File: src/rtl/dadd_sched.sv
// dadd_sched: per-pixel scheduler for the blitter data adder.
// Walks the enabled add steps (PAT, GOURD, GOURZ, SRCZ1, SRCZ2) in fixed
// order, driving the adder operand selects/mode for ADD_LAT cycles each.
// Optional feature macro: DADD_SRCZ_EN (adds the SRCZ1/SRCZ2 steps).
module dadd_sched #(
   parameter int ADD_LAT = 1
) (
   input  logic        sys_clk,
   input  logic        reset,
   input  logic        cmdld,
   input  logic [31:0] gpu_din,
   input  logic        pix_start,
   input  logic        stall,
   output logic        pix_busy,
   output logic        pix_done,
   output logic [2:0]  daddasel,
   output logic [2:0]  daddbsel,
   output logic [2:0]  daddmode,
   output logic        daddq_sel,
   output logic        daddld
);

`ifdef DADD_SRCZ_EN
   localparam int CMD_W = 6;
   typedef enum logic [2:0] {S_IDLE, S_PAT, S_GOURD, S_GOURZ, S_SRCZ1, S_SRCZ2} state_t;
`else
   localparam int CMD_W = 4;
   typedef enum logic [2:0] {S_IDLE, S_PAT, S_GOURD, S_GOURZ} state_t;
`endif

   localparam logic [1:0] LAST = 2'(ADD_LAT - 1);

   state_t             state_q, state_d;
   logic [1:0]         cnt_q, cnt_d;
   logic [CMD_W-1:0]   cmd_q, cmd_d;
   logic [CMD_W-1:0]   pend_q, pend_d;
   logic               pend_v_q, pend_v_d;
   logic               done_q, done_d;

   // Command bits outside the stored field have no function here.
   logic unused_din;
   assign unused_din = ^gpu_din[31:CMD_W];

   // First enabled step strictly after cur; checked last-to-first so the
   // earliest enabled step wins. PATDADD/PATFADD share one PAT step.
   function automatic state_t next_step(input state_t cur, input logic [CMD_W-1:0] c);
      next_step = S_IDLE;
`ifdef DADD_SRCZ_EN
      if (cur < S_SRCZ2 && c[5]) next_step = S_SRCZ2;
      if (cur < S_SRCZ1 && c[4]) next_step = S_SRCZ1;
`endif
      if (cur < S_GOURZ && c[3]) next_step = S_GOURZ;
      if (cur < S_GOURD && c[2]) next_step = S_GOURD;
      if (cur == S_IDLE && (c[0] || c[1])) next_step = S_PAT;
   endfunction

   // State, counter, command and pending registers.
   always_ff @(posedge sys_clk) begin
      if (reset) begin
         state_q  <= S_IDLE;
         cnt_q    <= 2'd0;
         cmd_q    <= '0;
         pend_q   <= '0;
         pend_v_q <= 1'b0;
         done_q   <= 1'b0;
      end else begin
         state_q  <= state_d;
         cnt_q    <= cnt_d;
         cmd_q    <= cmd_d;
         pend_q   <= pend_d;
         pend_v_q <= pend_v_d;
         done_q   <= done_d;
      end
   end

   // Sequencing: start, step advance, command/pending handling.
   always_comb begin
      state_d  = state_q;
      cnt_d    = cnt_q;
      cmd_d    = cmd_q;
      pend_d   = pend_q;
      pend_v_d = pend_v_q;
      done_d   = 1'b0;
      if (state_q == S_IDLE) begin
         if (cmdld) cmd_d = gpu_din[CMD_W-1:0];
         if (pix_start) begin
            state_d = next_step(S_IDLE, cmd_q);
            cnt_d   = 2'd0;
            if (state_d == S_IDLE) done_d = 1'b1;
         end
      end else begin
         if (cmdld) begin
            pend_d   = gpu_din[CMD_W-1:0];
            pend_v_d = 1'b1;
         end
         if (!stall) begin
            if (cnt_q == LAST) begin
               state_d = next_step(state_q, cmd_q);
               cnt_d   = 2'd0;
               if (state_d == S_IDLE) begin
                  done_d = 1'b1;
                  // Latest pending command becomes live as we go idle.
                  if (pend_v_d) cmd_d = pend_d;
                  pend_v_d = 1'b0;
               end
            end else begin
               cnt_d = cnt_q + 2'd1;
            end
         end
      end
   end

   // Per-step adder controls; load strobe only on the last unstalled cycle.
   always_comb begin
      daddasel  = 3'd0;
      daddbsel  = 3'd0;
      daddmode  = 3'd0;
      daddq_sel = 1'b0;
      case (state_q)
         S_GOURD: begin daddasel = 3'd1; daddbsel = 3'd1; daddmode = 3'd3; daddq_sel = 1'b1; end
         S_GOURZ: begin daddasel = 3'd2; daddbsel = 3'd2; daddmode = 3'd1; daddq_sel = 1'b1; end
`ifdef DADD_SRCZ_EN
         S_SRCZ1: begin daddasel = 3'd3; daddbsel = 3'd3; end
         S_SRCZ2: begin daddasel = 3'd4; daddbsel = 3'd4; end
`endif
         default: ;
      endcase
   end

   assign pix_busy = (state_q != S_IDLE);
   assign pix_done = done_q;
   assign daddld   = pix_busy && (cnt_q == LAST) && !stall;

endmodule

File: config.mk
export PLATFORM = sky130hd
export DESIGN_NAME = dadd_sched
export DESIGN_NICKNAME = d
export VERILOG_FILES = /design/src/rtl/dadd_sched.sv
export SDC_FILE = /design/constraint.sdc
export NUM_CORES = 1
export LEC_CHECK = 0
export ABC_AREA = 1
export BUFFER_PORTS_ARGS = -buffer_cell sky130_fd_sc_hd__buf_2
export CORE_MARGIN = 4
export CORE_UTILIZATION = 38
export DETAILED_ROUTE_END_ITERATION = 7
export PLACE_DENSITY = 0.84
export SKIP_LAST_GASP = 1
export SLEW_MARGIN = 30
export SYNTH_ARGS = -nofsm -noshare
export SYNTH_HDL_FRONTEND = slang
export SYNTH_SLANG_ARGS = --single-unit
File: constraint.sdc
create_clock -name sys_clk -period 1.25 [get_ports sys_clk]
set_clock_uncertainty 0.05 [all_clocks]
set_input_delay 0.375 -clock sys_clk [delete_from_list [all_inputs] [get_ports sys_clk]]
set_output_delay 0.375 -clock sys_clk [all_outputs]
set_load 0.05 [all_outputs]
==> flow_metrics.tcl, run 1 <==
set metrics [dict create \
    rows 16 \
    critPathRequiredTime_ns 0.83 \
    drt-vias-per-instance 4.85 \
    finalWorstSetupSlack_ns -0.408 \
    power_density_nw_per_um2 2930 \
    clock_path_buffers 2 \
    async_flop_share_pct 0 \
    grt_pass1_vias 876 \
    violations "negative setup slack" \
    cp_slowest_cell "dfxtp_4" \
    gr-total-overflow 0 \
    antenna_found_initial 0 \
    synth_seq_cells 14 \
    ios 50 \
    yosysUniqueCellTypes 20 \
    grt_max_degree 12 \
    syn_inst 128 \
    syn2layout_area_growth_pct 72.9 \
    worst-endpoint-arrival_ns 1.23 \
    wl_um 2670 \
    finish.instance_area_um2 1420 \
    synthTopCellsByArea "dfxtp_1 34%, nand2_1 16%, a21oi_1 8.6%, inv_1 7.8%, buf_4 7.3%" \
    synthTopCellsByCount "35 x nand2_1, 17 x inv_1, 15 x nor2_1" \
    grt_pass1_wl_um 3620 \
    cp_max_fo 4 \
    drt.antenna.violating_nets 0 \
    synthMostInstantiatedCell "nand2_1" \
    numCtsBuffers 3 \
    fp.dieH_um 54.4 \
    dp_hpwl_um 1530 \
    dpl-instance-area_um2 1030 \
    core_um2 2000 \
    fin_crit_ns 1.66 \
    drive_gt1_share_pct 53.9 \
    clock.fmax_ghz 0.603 \
    crit_chain "o21ai_4, inv_2, nand2_4, clkinvlp_4, buf_8" \
    diodes 0 \
    die-area_um2 2960 \
    layout.cells.non_filler 194 \
    finalHoldViolations 0 \
    cts_tree "done" \
    die_w_um 54.4 \
    avgSynthCellArea_um2 6.39 \
    start_kind "flip-flop" \
    ys_warn_count 0 \
    peakVddDrop_mv 1.86 \
    clk_latency_ns 0.29 \
    initial_core_util_pct 40.9 \
    fillers 154 \
    synth-edff-count 0 \
    synth_top_area_share_pct 34.3 \
    syn_area_um2 818 \
    drc 0 \
    ff2ff_setup_slack_ns -0.24 \
    slowest_delay_ns 0.37 \
    drv_slew 0 \
    multi_input_area_um2 563 \
    final-seq-area_um2 290 \
    drtIter0Drc 5 \
    portBuffers 18 \
    design_power_total_uw 4150 \
    first_pass_iters 4 \
    synth_flop_cell "dfxtp_1" \
    grt_usage_pct 17.2 \
    holdCritPathClass "primary input to flip-flop" \
    cts-root-buf "clkbuf_4" \
    yosysSeqAreaShare_pct 34.3 \
    status "finished with violations" \
    maxCapViolations 0 \
    yosysTopAreaCell "dfxtp_1" \
    gp_congestion 0.887 \
    finalCritPeriodShare_pct 133 \
    wl_per_cell_um 13.8 \
    dp.cells 179 \
    rsz0062_at_grt "yes" \
    fin_nets 207 \
    hold_buffers 0 \
    path_clk_slew_ns 0.09 \
    end_kind "output pin" \
    p_leak_uw 0.000651 \
    hold_slack_ns 0.383 \
    critical_path_class "flip-flop to output pin" \
    finalSetupViolCount 23 \
    ctsHtreeMaxLevel 1 \
    via_count 940 \
    tns_ns -4.60 \
    clkSinkCount 14 \
]
==> through the flow <==
| step | util (%) | setup slack, ns |
|---|---|---|
| floorplan | - | -0.128 |
| global placement | 51.6 | -0.191 |
| detailed placement | 51.6 | -0.207 |
| CTS | 63.2 | -0.373 |
| global route | 70.7 | -0.450 |
| finish | 70.7 | -0.408 |
==> cell type report <==
class / count / area share, %
inverters: 18 / 5.48
clock buffers: 4 / 1.86
repair buffers: 44 / 30.0
well taps: 27 / 2.39
flip-flops and latches: 14 / 20.5
multi-input cells: 87 / 39.8
==> flip-flops by register name, indices dropped and copies added, names as in the netlist <==
signal    flops
cmd_q         4
cnt_q         2
pend_q        4
pend_v_q      1
pix_done      1
state_q       2
==> kinds of logic (layout without fill, tap and decap cells) <==
logic type	Yosys count	after routing	synth area share (%)
fa+ha+maj	2	2	3.06
flops	14	14	34.3
buf+inv	29	66	17.7
other cells	1	3	0.458
compound gates	21	21	13.2
simple gates	61	61	31.3
==> worst max-delay path, delay by kind of cell (launching register included) <==
family	cells	cell delay (ns)
AOI/OAI and AO/OA	1	0.17
buffers and inverters	3	0.33
DFF	1	0.37
and+or+nand+nor	1	0.07
==> metal layers <==
metal,vias up,part of all wire [%],global-route usage [%]
met5,-,0,0
met4,0,0.71,4.98
met3,4,5.8,4.90
met2,35,53,33.5
met1,433,40,17.4
li1,468,-,-
==> layout by cell type (no fill, tap or decap) <==
master / n
dfxtp_1: 10
dfxtp_4: 2
nand2_2: 7
nor2_4: 2
buf_8: 8
nor2_1: 12
nor2_2: 1
buf_4: 16
clkinvlp_4: 2
a21oi_4: 1
a21oi_2: 7
nand2_4: 6
buf_2: 8
o21ai_0: 1
nand4_1: 1
buf_6: 11
inv_1: 10
clkbuf_4: 3
nor3_1: 1
nand3_2: 3
nand2_1: 24
inv_4: 1
ha_4: 1
clkbuf_1: 1
ha_1: 1
nand3b_1: 2
dfxtp_2: 2
a21oi_1: 6
o21a_1: 1
nor3_2: 1
inv_2: 5
o21ai_4: 2
conb_1: 3
o21ai_1: 3
buf_12: 1
nand3_1: 1
==> timing repair <==
action | in CTS | in global routing
hold endpoints to repair | 0 | 0
setup endpoints to repair | 14 | 23
gates cloned | 0 | 0
pin swaps | 8 | 13
buffers inserted | 7 | 6
resized for setup | 49 | 34
==> report_power, final <==
| part | internal, uW | switching [uW] |
|---|---|---|
| Combinational | 1400 | 1690 |
| Clock | 124 | 161 |
| Sequential | 617 | 152 |
==> worst paths after layout <==
path / startpoint / end / depth (start not counted)
worst max-delay path: state_q[1] / daddld / 5
worst min-delay path: reset / state_q[1] / 2
worst max register to register: state_q[0] / pix_done / 11
worst min register to register: pend_q[2] / pend_q[2] / 2
No activity file was read; power rests on OpenSTA's default activity.
==> inputs of run 2 (changes only) <==
CORE_UTILIZATION = 37   (was 38)
PLACE_DENSITY = 0.82   (was 0.84)
==> run 2 against run 1 <==
  * The run still ends with negative setup slack left
  * Clock power barely moved
  * Sequential share of layout area rose by 3.1 points
  * Critical path depth did not move
  * Fmax rose by 2.5%
  * Routed wire length fell by 20%
  * Die area rose by 2.3%
  * Critical endpoint unchanged
  * Largest cell class unchanged
==> flow_metrics.tcl, run 2 (synthesis gave the netlist of run 1 again) <==
set metrics [dict create \
    grt_usage_pct 15.3 \
    violations "negative setup slack" \
    start_kind "flip-flop" \
    first_pass_iters 4 \
    numCtsBuffers 3 \
    dp_hpwl_um 1420 \
    top_regs "cmd_q: 4 flops, pend_q: 4 flops" \
    drt.antenna.violating_nets 0 \
    cp_slowest_cell "dfxtp_2" \
    drc 0 \
    final_cell_mix "33 x nand2_1, 17 x buf_4, 14 x nor2_1" \
    wl_um 2150 \
    slowest_delay_ns 0.36 \
    drive_gt1_share_pct 36.0 \
    rows 16 \
    clock_path_buffers 2 \
    pwr-share-clk_pct 8.4 \
    cp_max_fo 4 \
    drt-vias-per-instance 4.68 \
    wl_met2_um 1110 \
    cts_tree "done" \
    seq_power_share_pct 21.7 \
    drtIter0Drc 8 \
    path_clk_slew_ns 0.09 \
    gr-total-overflow 0 \
    diodes 0 \
    design_power_total_uw 3370 \
    wl_met1_um 858 \
    die-area_um2 3030 \
    clkSinkCount 14 \
    fin_crit_ns 1.62 \
    finalSetupViolCount 22 \
    finalCritPeriodShare_pct 129 \
    fp.dieH_um 55.0 \
    power_density_nw_per_um2 2780 \
    ios 50 \
    mostFrequentLayoutCell "nand2_1" \
    end_kind "output pin" \
    critical_path_class "flip-flop to output pin" \
    p_leak_uw 0.000586 \
    grt_pass1_vias 786 \
    finalWorstSetupSlack_ns -0.368 \
    status "finished with violations" \
    wl_per_cell_um 11.4 \
    die_w_um 55.0 \
    gp_congestion 0.881 \
    net-switching-power_uw 1630 \
    ctsHtreeMaxLevel 1 \
    crit_chain "o21ai_4, inv_2, nand2_4, clkinvlp_4, buf_6" \
    final_core_util_pct 59.9 \
    finalHoldViolations 0 \
    cts-root-buf "clkbuf_4" \
    rsz0062_at_grt "yes" \
    clock.fmax_ghz 0.618 \
    drv_slew 0 \
    antenna_found_initial 0 \
    hold_slack_ns 0.343 \
    peakVddDrop_mv 1.59 \
    via_count 880 \
    syn2layout_area_growth_pct 48.0 \
    grt_pass1_wl_um 3230 \
    met3_length_um 155 \
    top_layer "met4" \
    critPathRequiredTime_ns 0.83 \
    holdCritPathClass "primary input to flip-flop" \
    comb_power_share_pct 69.8 \
    grt_max_degree 12 \
    clk_latency_ns 0.29 \
    internal-power_uw 1740 \
    swShare_pct 48.3 \
    maxCapViolations 0 \
    fin_nets 201 \
    initial_core_util_pct 40.5 \
    portBuffers 18 \
    worst-endpoint-arrival_ns 1.19 \
    core_um2 2020 \
]
==> run 2: cell types whose count changed in the layout (fill, tap and decap cells not counted), sizes merged <==
| cell | change |
|---|---|
| buf | -6 |
==> run 2: metal layers <==
layer / global-route usage (%) / up-vias
met4: 4.86 / 0
li1: - / 457
met5: 0 / -
met2: 27.8 / 24
met3: 6.17 / 4
met1: 15.9 / 395
==> run 2: path summary, 6_finish.rpt <==
| check | start | to | slack, ns | cells past startpoint |
|---|---|---|---|---|
| min | reset | cnt_q[0] | 0.34 | 2 |
| max | state_q[0] | daddld | -0.37 | 5 |
| max reg2reg | state_q[1] | cmd_q[3] | -0.28 | 9 |
| min reg2reg | pend_q[3] | pend_q[3] | 0.42 | 2 |
==> run 2: layout make-up <==
class / count / area [um^2]
Inverter: 18 / 75.1
Multi-Input combinational cell: 87 / 444
Timing Repair Buffer: 38 / 345
Clock buffer: 4 / 26.3
Fill cell: 193 / 811
Sequential cell: 14 / 287
Tap cell: 27 / 33.8
==> run 2: per-stage QoR <==
step / worst slack, ns / instances / cell area (um^2) / TNS (ns)
floorplan: -0.128 / 130 / 873 / -0.514
global placement: -0.193 / 177 / 1020 / -0.338
detailed placement: -0.205 / 177 / 1020 / -0.510
CTS: -0.369 / 186 / 1170 / -4.55
global route: -0.430 / 188 / 1210 / -6.64
finish: -0.368 / 188 / 1210 / -4.86
==> run 2: timing repair <==
| action | 4_1_cts | 5_1_grt |
|---|---|---|
| setup buffers | 5 | 2 |
| hold buffers | 0 | 0 |
| endpoints found under the hold margin | 0 | 0 |
| resized for setup | 26 | 7 |
| endpoints found under the setup margin | 14 | 22 |
==> run 2: critical path: cells and delay by family (launching register included) <==
| family | cells | cell delay [ns] |
|---|---|---|
| flip-flops | 1 | 0.36 |
| buffers and inverters | 3 | 0.30 |
| AO/OA/AOI/OAI | 1 | 0.16 |
| AND/OR/NAND/NOR | 1 | 0.08 |
==> run 2: power groups by stage <==
| stage | registers, uW | clock network [uW] | logic [uW] |
|---|---|---|---|
| CTS | 727 | 285 | 2210 |
| detailed placement | 729 | 0 | 1840 |
| floorplan | 768 | 0 | 1380 |
| finish | 733 | 283 | 2350 |
| global route | 753 | 309 | 2540 |
| global placement | 720 | 0 | 1790 |
==> inputs of run 3 (changes only) <==
ABC_CLOCK_PERIOD_IN_PS = 1600   (was not set)
PLACE_DENSITY = 0.79   (was 0.82)
clock period = 1.6 ns   (was 1.25 ns; I/O delays follow)
==> run 3 against run 2 <==
  * The flow still finishes with violations (negative setup slack)
  * Combinational power fell by 26%
  * Via count fell by 1.1%
  * Final cell count fell by 2.1%
  * Register-to-register slack improved by 0.37 ns
  * Die area did not move
  * Hold slack better by 0.078 ns
  * Routed wire length fell by 2.4%
==> flow_metrics.tcl, run 3 (synthesis gave the netlist of run 1 again) <==
set metrics [dict create \
    rows 16 \
    critical_path_class "flip-flop to output pin" \
    drt.antenna.violating_nets 0 \
    grt_pass1_wl_um 3450 \
    pwr-share-clk_pct 8.0 \
    comb_power_share_pct 70.0 \
    ctsHtreeMaxLevel 1 \
    maxCapViolations 0 \
    path_clk_slew_ns 0.08 \
    grt_pass1_vias 811 \
    first_pass_iters 4 \
    die-area_um2 3030 \
    cts-root-buf "clkbuf_4" \
    dp_hpwl_um 1430 \
    swShare_pct 49.7 \
    status "finished with violations" \
    start_kind "flip-flop" \
    hold_buffers 0 \
    cpLargestDelayFamily "flip-flops" \
    mostFrequentLayoutCell "nand2_1" \
    diodes 0 \
    cp_slowest_cell "dfxtp_2" \
    clk_latency_ns 0.28 \
    antenna_found_initial 0 \
    initial_core_util_pct 40.5 \
    grt_usage_pct 16.0 \
    drive_gt1_share_pct 36.9 \
    gp_congestion 0.846 \
    clock_path_buffers 2 \
    wl_per_cell_um 11.4 \
    drtIter0Drc 13 \
    finalHoldViolations 0 \
    cts_tree "done" \
    finish.instance_area_um2 1150 \
    drt-vias-per-instance 4.73 \
    internal-power_uw 1240 \
    die_w_um 55.0 \
    seq_power_share_pct 22.0 \
    fin_nets 198 \
    rsz0062_at_grt "yes" \
    top_regs "cmd_q: 4 flops, pend_q: 4 flops" \
    critPathRequiredTime_ns 1.07 \
    fp.dieH_um 55.0 \
    whs_path_depth 2 \
    numCtsBuffers 3 \
    finalCritPeriodShare_pct 106 \
    critical_path_depth 5 \
    syn2layout_area_growth_pct 41.1 \
    final_cell_mix "33 x nand2_1, 17 x buf_4, 14 x nor2_1" \
    power_density_nw_per_um2 2140 \
    net-switching-power_uw 1230 \
    ff2ff_setup_slack_ns 0.09 \
    violations "negative setup slack" \
    finalWorstSetupSlack_ns -0.0924 \
    crit_chain "o21ai_2, inv_2, nand2_4, clkinvlp_4, buf_8" \
    dpl-instance-area_um2 950 \
    holdCritPathClass "flip-flop to flip-flop" \
    final_core_util_pct 57.1 \
    r2r.worst_path.cells 9 \
    drv_slew 0 \
    slowest_delay_ns 0.33 \
    portBuffers 18 \
    p_leak_uw 0.000566 \
    cp_max_fo 2 \
    via_count 870 \
    drc 0 \
    clkSinkCount 14 \
    crit_buf_inv 3 \
    worst-endpoint-arrival_ns 1.16 \
    ios 50 \
    core_um2 2020 \
    gr-total-overflow 0 \
    end_kind "output pin" \
    peakVddDrop_mv 1.38 \
    wl_um 2100 \
    fin_crit_ns 1.69 \
    finalSetupViolCount 7 \
    fillers 196 \
    clock.fmax_ghz 0.591 \
    grt_max_degree 12 \
]
-- run 3: final cells by class --
cell class	count	area (um^2)	area share (%)
flip-flops and latches	14	285	24.7
repair buffers	35	278	24.1
clock buffers	3	22.5	1.95
multi-input cells	87	458	39.7
well taps	27	33.8	2.93
inverters	18	77.6	6.72
-- run 3: timing repair --
item,in CTS,in global routing
pin swaps,3,5
resized for setup,29,9
setup endpoints to repair,7,11
buffers inserted,8,2
-- run 3: power groups by stage --
stage	Combinational [uW]	Clock, uW	Sequential [uW]
6_report	1730	197	543
5_1_grt	1890	223	557
4_1_cts	1660	204	541
3_5_place_dp	1400	0	538
3_3_place_gp	1360	0	529
2_1_floorplan	1040	0	579
-- run 3: worst min-delay path, stage by stage, from the launching register on --
cell and delay (ns):
dfxtp_1 0.32, nand2_1 0.06, a21oi_1 0.05
-- run 3: metal layers --
metal	global-route usage (%)	vias to the layer above	wire length, um
li1	-	448	-
met1	17.7	388	892
met2	30.3	32	1040
met3	4.02	2	149
met4	3.64	0	12
met5	0	-	0
-- run 3: final timing paths --
| check | from | end |
|---|---|---|
| setup / recovery | state_q[1] | daddld |
| hold / removal | pend_q[1] | pend_q[1] |
| setup reg to reg | state_q[1] | cnt_q[0] |
| hold reg to reg | pend_q[1] | pend_q[1] |
-- run 3: per-stage QoR --
stage / power (uW) / TNS, ns / hold slack, ns / std cells / worst slack [ns]
floorplan: 1620 / 0 / 0.389 / 130 / 0.0102
global placement: 1890 / -0.119 / 0.399 / 172 / -0.119
detailed placement: 1930 / -0.131 / 0.408 / 172 / -0.131
CTS: 2410 / -0.410 / 0.420 / 183 / -0.0980
global route: 2670 / -0.778 / 0.433 / 184 / -0.160
finish: 2470 / -0.366 / 0.421 / 184 / -0.0924
